**src/rtl/la_capture_ctrl.sv**
```systemverilog
// Logic-analyzer capture sequencer: owns the single-port sample RAM, fills it
// around a trigger, then hands the address bus to the VGA display reader.
module la_capture_ctrl #(
    parameter int CH         = 8,
    parameter int DEPTH_BITS = 10,
    parameter int PRE_TRIG   = 128
) (
    input  logic                  clk,
    input  logic                  rst_n,
    input  logic                  arm,
    input  logic [CH-1:0]         sample_in,
    input  logic [CH-1:0]         trig_mask,
    input  logic [CH-1:0]         trig_value,
    input  logic [7:0]            rate_div,
    input  logic                  video_on,
    input  logic [11:0]           pixel_x,
    output logic [DEPTH_BITS-1:0] ram_addr,
    output logic                  ram_we,
    output logic [CH-1:0]         ram_wdata,
    output logic                  disp_valid,
    output logic [2:0]            state,
    output logic [DEPTH_BITS-1:0] trig_addr,
    output logic                  done
);

    localparam int DEPTH  = 1 << DEPTH_BITS;
    localparam int POST_N = DEPTH - PRE_TRIG - 1;
    localparam logic [DEPTH_BITS-1:0] PRE_LAST  = DEPTH_BITS'(PRE_TRIG - 1);
    localparam logic [DEPTH_BITS-1:0] POST_LAST = DEPTH_BITS'(POST_N - 1);
    localparam logic [DEPTH_BITS-1:0] PRE_OFS   = DEPTH_BITS'(PRE_TRIG);
    localparam logic [12:0]           DEPTH_U   = 13'(DEPTH);

    typedef enum logic [2:0] {
        IDLE      = 3'd0,
        PRE       = 3'd1,
        WAIT_TRIG = 3'd2,
        POST      = 3'd3,
        DONE      = 3'd4
    } state_t;

    state_t                st;
    logic [DEPTH_BITS-1:0] wr_ptr;
    logic [DEPTH_BITS-1:0] pre_cnt;
    logic [DEPTH_BITS-1:0] post_cnt;
    logic [7:0]            div_cnt;
    logic                  tick;
    logic                  active;
    logic [DEPTH_BITS-1:0] start_addr;

    function automatic logic trig_hit(input logic [CH-1:0] s,
                                      input logic [CH-1:0] v,
                                      input logic [CH-1:0] m);
        return ((s ^ v) & m) == '0;
    endfunction

    assign state      = st;
    assign active     = (st == PRE) || (st == WAIT_TRIG) || (st == POST);
    assign tick       = (div_cnt == rate_div);
    assign start_addr = trig_addr - PRE_OFS;

    always_ff @(posedge clk or negedge rst_n) begin
        if (!rst_n) begin
            st         <= IDLE;
            ram_addr   <= '0;
            ram_we     <= 1'b0;
            ram_wdata  <= '0;
            disp_valid <= 1'b0;
            trig_addr  <= '0;
            done       <= 1'b0;
            wr_ptr     <= '0;
            div_cnt    <= '0;
            pre_cnt    <= '0;
            post_cnt   <= '0;
        end else begin
            ram_we     <= 1'b0;
            disp_valid <= 1'b0;
            if (arm) begin
                wr_ptr   <= '0;
                div_cnt  <= '0;
                pre_cnt  <= '0;
                post_cnt <= '0;
                done     <= 1'b0;
                st       <= (PRE_TRIG == 0) ? WAIT_TRIG : PRE;
            end else begin
                if (active)
                    div_cnt <= tick ? 8'd0 : div_cnt + 8'd1;
                else
                    div_cnt <= 8'd0;

                if (active && tick) begin
                    ram_we    <= 1'b1;
                    ram_addr  <= wr_ptr;
                    ram_wdata <= sample_in;
                    wr_ptr    <= wr_ptr + DEPTH_BITS'(1);
                end

                case (st)
                    PRE: begin
                        if (tick) begin
                            pre_cnt <= pre_cnt + DEPTH_BITS'(1);
                            if (pre_cnt == PRE_LAST)
                                st <= WAIT_TRIG;
                        end
                    end
                    WAIT_TRIG: begin
                        if (tick && trig_hit(sample_in, trig_value, trig_mask)) begin
                            trig_addr <= wr_ptr;
                            post_cnt  <= '0;
                            if (POST_N == 0) begin
                                st   <= DONE;
                                done <= 1'b1;
                            end else begin
                                st <= POST;
                            end
                        end
                    end
                    POST: begin
                        if (tick) begin
                            post_cnt <= post_cnt + DEPTH_BITS'(1);
                            if (post_cnt == POST_LAST) begin
                                st   <= DONE;
                                done <= 1'b1;
                            end
                        end
                    end
                    DONE: begin
                        // Display reads window the ring so column 0 is the oldest kept sample.
                        ram_addr   <= start_addr + pixel_x[DEPTH_BITS-1:0];
                        disp_valid <= video_on && ({1'b0, pixel_x} < DEPTH_U);
                    end
                    default: ;
                endcase
            end
        end
    end

endmodule

```
**config.mk**
```make
export PLATFORM = sky130hd
export DESIGN_NAME = la_capture_ctrl
export DESIGN_NICKNAME = d
export VERILOG_FILES = /design/src/rtl/la_capture_ctrl.sv
export SDC_FILE = /design/constraint.sdc
export NUM_CORES = 1
export LEC_CHECK = 0
export BUFFER_PORTS_ARGS = -buffer_cell sky130_fd_sc_hd__buf_4
export CELL_PAD_IN_SITES_DETAIL_PLACEMENT = 1
export CELL_PAD_IN_SITES_GLOBAL_PLACEMENT = 1
export CORE_AREA = 2 2 113 115
export CTS_CLUSTER_DIAMETER = 200
export DETAILED_ROUTE_END_ITERATION = 10
export DIE_AREA = 0 0 115 117
export GPL_TIMING_DRIVEN = 0
export PLACE_DENSITY = 0.63
export SKIP_CTS_REPAIR_TIMING = 1
export SYNTH_ARGS = -nofsm -noshare
export SYNTH_HDL_FRONTEND = slang
export SYNTH_SLANG_ARGS = --single-unit
```
**constraint.sdc**
```tcl
create_clock -name clk -period 2.5 [get_ports clk]
set_input_delay 0.125 -clock clk [delete_from_list [all_inputs] [get_ports clk]]
set_output_delay 0.125 -clock clk [all_outputs]
set_load 0.02 [all_outputs]
```
==> results of run 1 <==
==> per-stage QoR <==
| stage | hold WS (ps) | cells | power [mW] | utilization [%] |
|---|---|---|---|---|
| detailed placement | 287 | 639 | 1.55 | 40.2 |
| global route | 17.3 | 658 | 2.84 | 42.8 |
| global placement | 283 | 639 | 1.54 | 40.2 |
| floorplan | -171 | 409 | 1.38 | - |
| finish | -82.6 | 658 | 2.72 | 42.8 |
| CTS | -68.9 | 654 | 2.76 | 42.4 |
==> area by class of cell <==
cell class | instances | area (µm²) | area share [%]
multi-input cells | 302 | 2220 | 42.2
flip-flops and latches | 72 | 1800 | 34.2
repair buffers | 84 | 648 | 12.3
clock buffers | 15 | 268 | 5.08
well taps | 150 | 188 | 3.56
inverters | 22 | 82.6 | 1.57
plain buffers | 13 | 57.6 | 1.09
==> power by group <==
part	internal (mW)	switching (mW)	total [mW]	leakage, nW
logic	0.140	0.163	0.303	1.34
registers	1.20	0.0227	1.22	0.981
clock network	0.723	0.472	1.19	0.130
total	2.06	0.657	2.72	2.45
==> kinds of logic (layout without fill, tap and decap cells) <==
family / after synthesis / after routing / synth area share, %
adders and majority gates: 23 / 23 / 7.09
AOI/OAI and AO/OA: 69 / 69 / 11.6
muxes: 25 / 25 / 6.64
buffers and inverters: 35 / 134 / 3.37
xor gates and xnor gates: 39 / 39 / 8.21
and+or+nand+nor: 146 / 146 / 19.8
DFF: 72 / 72 / 43.3
==> worst max-delay path by stage <==
stage,to,slack (ps),depth (start not counted)
after floorplan,ram_addr[9]$_DFFE_PN0P_,310,9
final,ram_addr[9]$_DFFE_PN0P_,180,9
after global placement,ram_wdata[0]$_DFFE_PN0P_,-30,5
after detailed placement,ram_wdata[0]$_DFFE_PN0P_,-30,5
after CTS,ram_wdata[0]$_DFFE_PN0P_,-50,5
after global routing,ram_addr[7]$_DFFE_PN0P_,10,5
==> per-layer routing <==
| layer | vias up | wire length (µm) |
|---|---|---|
| met3 | 10 | 281 |
| met1 | 1756 | 5270 |
| met4 | 0 | 130 |
| met2 | 36 | 5650 |
| met5 | - | 0 |
| li1 | 1669 | - |
==> registers in the layout, indices dropped and copies added (netlist names) <==
register	flops
wr_ptr	10
ram_we	1
div_cnt	8
trig_addr	10
pre_cnt	10
state	3
ram_wdata	8
done	1
disp_valid	1
post_cnt	10
ram_addr	10
==> cell usage in the layout, fill, tap and decap left out, types with 8 or more instances in the layout <==
master,Yosys,routed
ha_1,22,22
buf_4,1,82
clkbuf_1,8,12
a21oi_1,13,13
xnor2_1,18,18
a22oi_1,8,8
clkbuf_16,0,9
inv_1,21,21
xor2_1,21,21
nand2_1,23,23
dfrtp_1,72,72
nand4_1,10,10
and3_1,11,11
o21ai_0,10,10
mux2_2,20,20
nor2_1,32,32
nand3_1,25,25
==> worst register-to-register path, cell delays in order (launching register included) <==
cell and delay (ps):
dfrtp_1 390, ha_1 280, ha_1 170, inv_1 60, fa_1 400, nor2b_1 130
o21a_1 210, o31ai_1 120, a2111o_1 380, o211ai_1 100
==> flow_summary_export.csv, run 1 <==
group,metric,value,unit
synthesis,synth_common_cells,"dfrtp_1 (72), nor2_1 (32), nand3_1 (25)",
timing,hold_viol_final,72,
clocking,cts_tree,"done",
synthesis,synth.top_cell.area_share,43.3,%
grt,grtUsageTotal,17.9,%
grt,grt_max_degree,73,
pwr,ir_drop,275,µV
final_layout,diodes,0,
clocking,h-tree-depth,3,
synthesis,yosys_warnings,0,
floorplan,dieArea,13500,µm²
worst_setup_path,critical_path.startpoint,"trig_addr[1]$_DFFE_PN0P_",
flow_run,cap_violations,0,
worst_setup_path,max_stage_delay,400,ps
worst_setup_path,reg2reg_slack,180,ps
pwr,p_leak,2.45,nW
outcome,violations,"negative hold slack",
clocking,cts_sinks,72,
clocking,clockRootBuffer,"clkbuf_16",
worst_setup_path,crit_slowest_cell,"fa_1",
worst_setup_path,crit_path_end_kind,"flip-flop",
worst_setup_path,r2r-start,"trig_addr[1]$_DFFE_PN0P_",
grt,antenna_found_initial,0,
worst_setup_path,r2r-end,"ram_addr[9]$_DFFE_PN0P_",
clocking,clk_latency,330,ps
placed_design,hpwl,8.33,mm
final_layout,final_nets,575,
final_layout,drive_gt1_share,26.0,%
worst_setup_path,path_cells,"ha_1 > ha_1 > inv_1 > fa_1 > nor2b_1 > o21a_1 > o31ai_1 > a2111o_1 > o211ai_1",
drt,vias,3471,
grt,use_met1,23.4,%
grt,top_usage_layer,"met2",
synthesis,syn_inst,409,
timing,setup_tns,0,ps
synthesis,ys_seq_area_share,43.3,%
synthesis,yosysTopAreaCell,"dfrtp_1",
timing,layout_min_cycle_time,2320,ps
floorplan,start_util,33.8,%
grt,grt_pass1_vias,3686,
grt,grt-ovfl-total,0,
timing,worstMarginPinSlew,944,ps
synthesis,synthTopCellsByArea,"dfrtp_1 (43%), ha_1 (6.6%), mux2_2 (5.4%), xor2_1 (4.4%), xnor2_1 (3.8%)",
placed_design,pre_cts_ws,-34.3,ps
drt,drtAntennaViolNets,0,
placed_design,port-buffer-count,80,
floorplan,core_area,12300,µm²
synthesis,ys_seq_elements,72,
synthesis,synth.most_common_cell,"dfrtp_1",
timing,clock_skew,4.96,ps
final_layout,nFillCells,1409,
timing,rsz0062_at_grt,"no",
drt,avgViaCountPerCell,5.28,
floorplan,die_x,115,µm
worst_setup_path,critical_path_class,"flip-flop to flip-flop",
grt,globalRouteMet3Util,2.78,%
clocking,cts.path.max_buffers,2,
timing,maxSlewHeadroom,37.1,%
worst_setup_path,cp_common_cell,"ha_1",
worst_hold_path,hold_class,"input port to asynchronous set/reset pin",
synthesis,synth-edff-count,0,
floorplan,die-height,117,µm
worst_setup_path,rr_worst_depth,9,
pwr,power_density,516,nW/µm²
timing,timing.final.crit_share,92.7,%
final_layout,post-route-cell-area,5270,µm²
drt,drt_iter0_drc,130,
timing,fmax,431,MHz
drt,drtPass1Iterations,4,
worst_setup_path,worstPathArrival,2560,ps
clocking,numCtsBuffers,9,
synthesis,synth_ff_type,"dfrtp_1",
floorplan,ios,82,
drt,routedWlPerCell,17.2,µm
synthesis,synthArstFlopShare,100,%
timing,hold_slack,-82.6,ps
timing,setup_violations,0,
grt,use_met2,30.3,%
synthesis,ys_types,58,
drt,route.detailed.drc,0,
outcome,status,"complete, but fails checks",
grt,grt_pass1_wl,18.8,mm
worst_setup_path,path_buf_inv,1,
placed_design,place.gp.congestion,0.779,
worst_setup_path,critPathLaunchType,"flip-flop",
worst_setup_path,cpLargestDelayFamily,"adder cells",
floorplan,rows,41,
synthesis,syn_area_per_cell,10.2,µm²
worst_setup_path,worst-path-max-fanout,4,
synthesis,syn_area,4160,µm²
timing,slew_violations,0,
final_layout,area_growth,26.5,%
worst_setup_path,cp_data_required_time,2750,ps
timing,fin_ws,182,ps
drt,routed_wl,11.3,mm
clocking,path_clk_slew,50,ps
placed_design,place_area,4950,µm²
synthesis,syn_nets,480,
No activity file was read; power rests on OpenSTA's default activity.
==> run 2, diff against run 1 <==
--- a/config.mk
+++ b/config.mk
@@ -5,6 +5,7 @@
 export SDC_FILE = /design/constraint.sdc
 export NUM_CORES = 1
 export LEC_CHECK = 0
+export ABC_CLOCK_PERIOD_IN_PS = 2500
 export BUFFER_PORTS_ARGS = -buffer_cell sky130_fd_sc_hd__buf_4
 export CELL_PAD_IN_SITES_DETAIL_PLACEMENT = 1
 export CELL_PAD_IN_SITES_GLOBAL_PLACEMENT = 1
@@ -14,6 +15,7 @@
 export DIE_AREA = 0 0 115 117
 export GPL_TIMING_DRIVEN = 0
 export PLACE_DENSITY = 0.63
+export REMOVE_ABC_BUFFERS = 1
 export SKIP_CTS_REPAIR_TIMING = 1
 export SYNTH_ARGS = -nofsm -noshare
 export SYNTH_HDL_FRONTEND = slang
==> run 2 against run 1 <==
  * The flow still finishes with violations (negative hold slack)
  * Setup slack lost 50 ps
  * Critical endpoint is now trig_addr[4]$_DFFE_PN0P_
  * Sequential share of layout area grew 0.25 points
  * Sequential power about the same
  * Maximum frequency fell by 2.1%
  * Register-to-register slack got worse by 50 ps
  * Highest routed layer unchanged
  * Die area unchanged
  * Critical path depth down 3
  * Combinational power about the same
  * Via count grew 0.63%
==> flow_summary_export.csv, run 2 (synthesized netlist as in run 1, its figures left out) <==
group,metric,value,unit
pwr,p_sw_share,24.1,%
final_layout,diodes,0,
drt,drt_iter0_drc,113,
worst_setup_path,critical_path_class,"flip-flop to flip-flop",
drt,routedWlPerCell,17.3,µm
drt,drtAntennaViolNets,0,
final_layout,finish.utilization,42.5,%
floorplan,die-height,117,µm
pwr,power.switching,0.649,mW
grt,grt_max_degree,73,
drt,vias,3493,
clocking,path_clk_slew,60,ps
pwr,total_power,2.69,mW
worst_setup_path,cp_data_required_time,2720,ps
clocking,cts_tree,"done",
final_layout,nFillCells,1403,
worst_setup_path,cpLargestDelayFamily,"simple AND/OR/NAND/NOR gates",
timing,worstMarginPinSlew,969,ps
pwr,p_int,2.04,mW
final_layout,area_growth,25.6,%
final_layout,drive_gt1_share,25.8,%
drt,route.detailed.drc,0,
timing,setup_tns,0,ps
floorplan,core_area,12300,µm²
timing,clock_skew,8.33,ps
timing,timing.final.crit_share,94.7,%
clocking,clk_latency,330,ps
clocking,cts.path.max_buffers,2,
drt,drtPass1Iterations,4,
placed_design,place.gp.congestion,0.793,
pwr,p_comb_share,11.3,%
drt,routed_wl,11.2,mm
timing,hold_viol_final,72,
final_layout,multi_input_comb_area,2230,µm²
clocking,h-tree-depth,3,
final_layout,mostFrequentLayoutCells,"buf_4 (81), dfrtp_1 (72), nor2_1 (32), nand3_1 (25), nand2_1 (23)",
grt,grt-ovfl-total,0,
worst_setup_path,worst-path-max-fanout,13,
timing,layout_min_cycle_time,2370,ps
floorplan,rows,41,
final_layout,finalNonFillerCells,647,
worst_setup_path,path_cells,"xnor2_1 > and4_1 > nand2_2 > nor4_4 > buf_12 > mux2_2",
timing,hold_slack,-51.5,ps
clocking,numCtsBuffers,9,
timing,maxSlewHeadroom,35.4,%
worst_setup_path,crit_path_end_kind,"flip-flop",
floorplan,ios,82,
final_layout,seqCellArea,1800,µm²
placed_design,port-buffer-count,81,
worst_setup_path,max_stage_delay,550,ps
outcome,status,"complete, but fails checks",
grt,grt_pass1_vias,3650,
worst_setup_path,path_buf_inv,1,
timing,setup_violations,0,
grt,grt_pass1_wl,18.3,mm
floorplan,die_x,115,µm
flow_run,cap_violations,0,
pwr,ir_drop,272,µV
grt,antenna_found_initial,0,
timing,fmax,422,MHz
clocking,cts_sinks,72,
worst_hold_path,hold_class,"input port to asynchronous set/reset pin",
placed_design,hpwl,7.96,mm
worst_setup_path,worstPathArrival,2580,ps
timing,rsz0062_at_grt,"no",
floorplan,start_util,33.8,%
timing,slew_violations,0,
worst_setup_path,crit_slowest_cell,"and4_1",
final_layout,final_common_cell,"buf_4",
pwr,seqPwrFrac,45.3,%
outcome,violations,"negative hold slack",
clocking,clockRootBuffer,"clkbuf_16",
drt,avgViaCountPerCell,5.40,
pwr,p_leak,2.42,nW
pwr,power_density,514,nW/µm²
placed_design,place_inst,627,
floorplan,dieArea,13500,µm²
final_layout,final_nets,563,
pwr,power.share.clock,43.4,%
grt,grtUsageTotal,17.2,%
worst_setup_path,critPathLaunchType,"flip-flop",
==> run 2: changes by cell type in the layout (fill, tap and decap cells not counted), sizes merged <==
| cell | delta |
|---|---|
| clkbuf | -7 |
| buf | -4 |
==> run 2: area by class of cell <==
| type | instances | share of cell area [%] |
|---|---|---|
| clock buffers | 16 | 5.00 |
| inverters | 22 | 1.58 |
| flip-flops and latches | 72 | 34.5 |
| multi-input cells | 302 | 42.6 |
| well taps | 150 | 3.59 |
| repair buffers | 85 | 12.8 |
==> run 2: path summary, 6_finish.rpt <==
path,start,cells after the start,slack [ps],to
max in group asynchronous,rst_n,1,1920,ram_wdata[3]$_DFFE_PN0P_
max reg2reg,div_cnt[0]$_DFF_PN0_,6,130,trig_addr[4]$_DFFE_PN0P_
min in group clk,sample_in[1],2,50,ram_wdata[1]$_DFFE_PN0P_
min,rst_n,1,-50,div_cnt[4]$_DFF_PN0_
max,div_cnt[0]$_DFF_PN0_,6,130,trig_addr[4]$_DFFE_PN0P_
min reg2reg,ram_wdata[5]$_DFFE_PN0P_,1,500,ram_wdata[5]$_DFFE_PN0P_
==> run 2: per-layer routing <==
metal	up-vias	part of all wire [%]	track usage (%)
li1	1656	-	-
met3	11	5.3	2.47
met4	0	1.6	6.67
met5	-	0	0
met1	1732	45	22.6
met2	94	48	29.0
==> run 2: power by group through the flow <==
stage / registers, mW / logic [mW] / clock network [mW]
finish: 1.22 / 0.303 / 1.16
global route: 1.22 / 0.334 / 1.24
CTS: 1.22 / 0.307 / 1.20
detailed placement: 1.24 / 0.305 / 0
global placement: 1.24 / 0.300 / 0
floorplan: 1.27 / 0.107 / 0
==> run 2: through the flow <==
| step | setup slack (ps) | cell area [µm²] | hold slack [ps] |
|---|---|---|---|
| after CTS | -339 | 5160 | -63.0 |
| after floorplan | 305 | 4110 | -171 |
| after detailed placement | -337 | 4900 | 288 |
| final | 132 | 5230 | -51.5 |
| after global routing | 1.77 | 5230 | 23.5 |
| after global placement | -313 | 4900 | 280 |
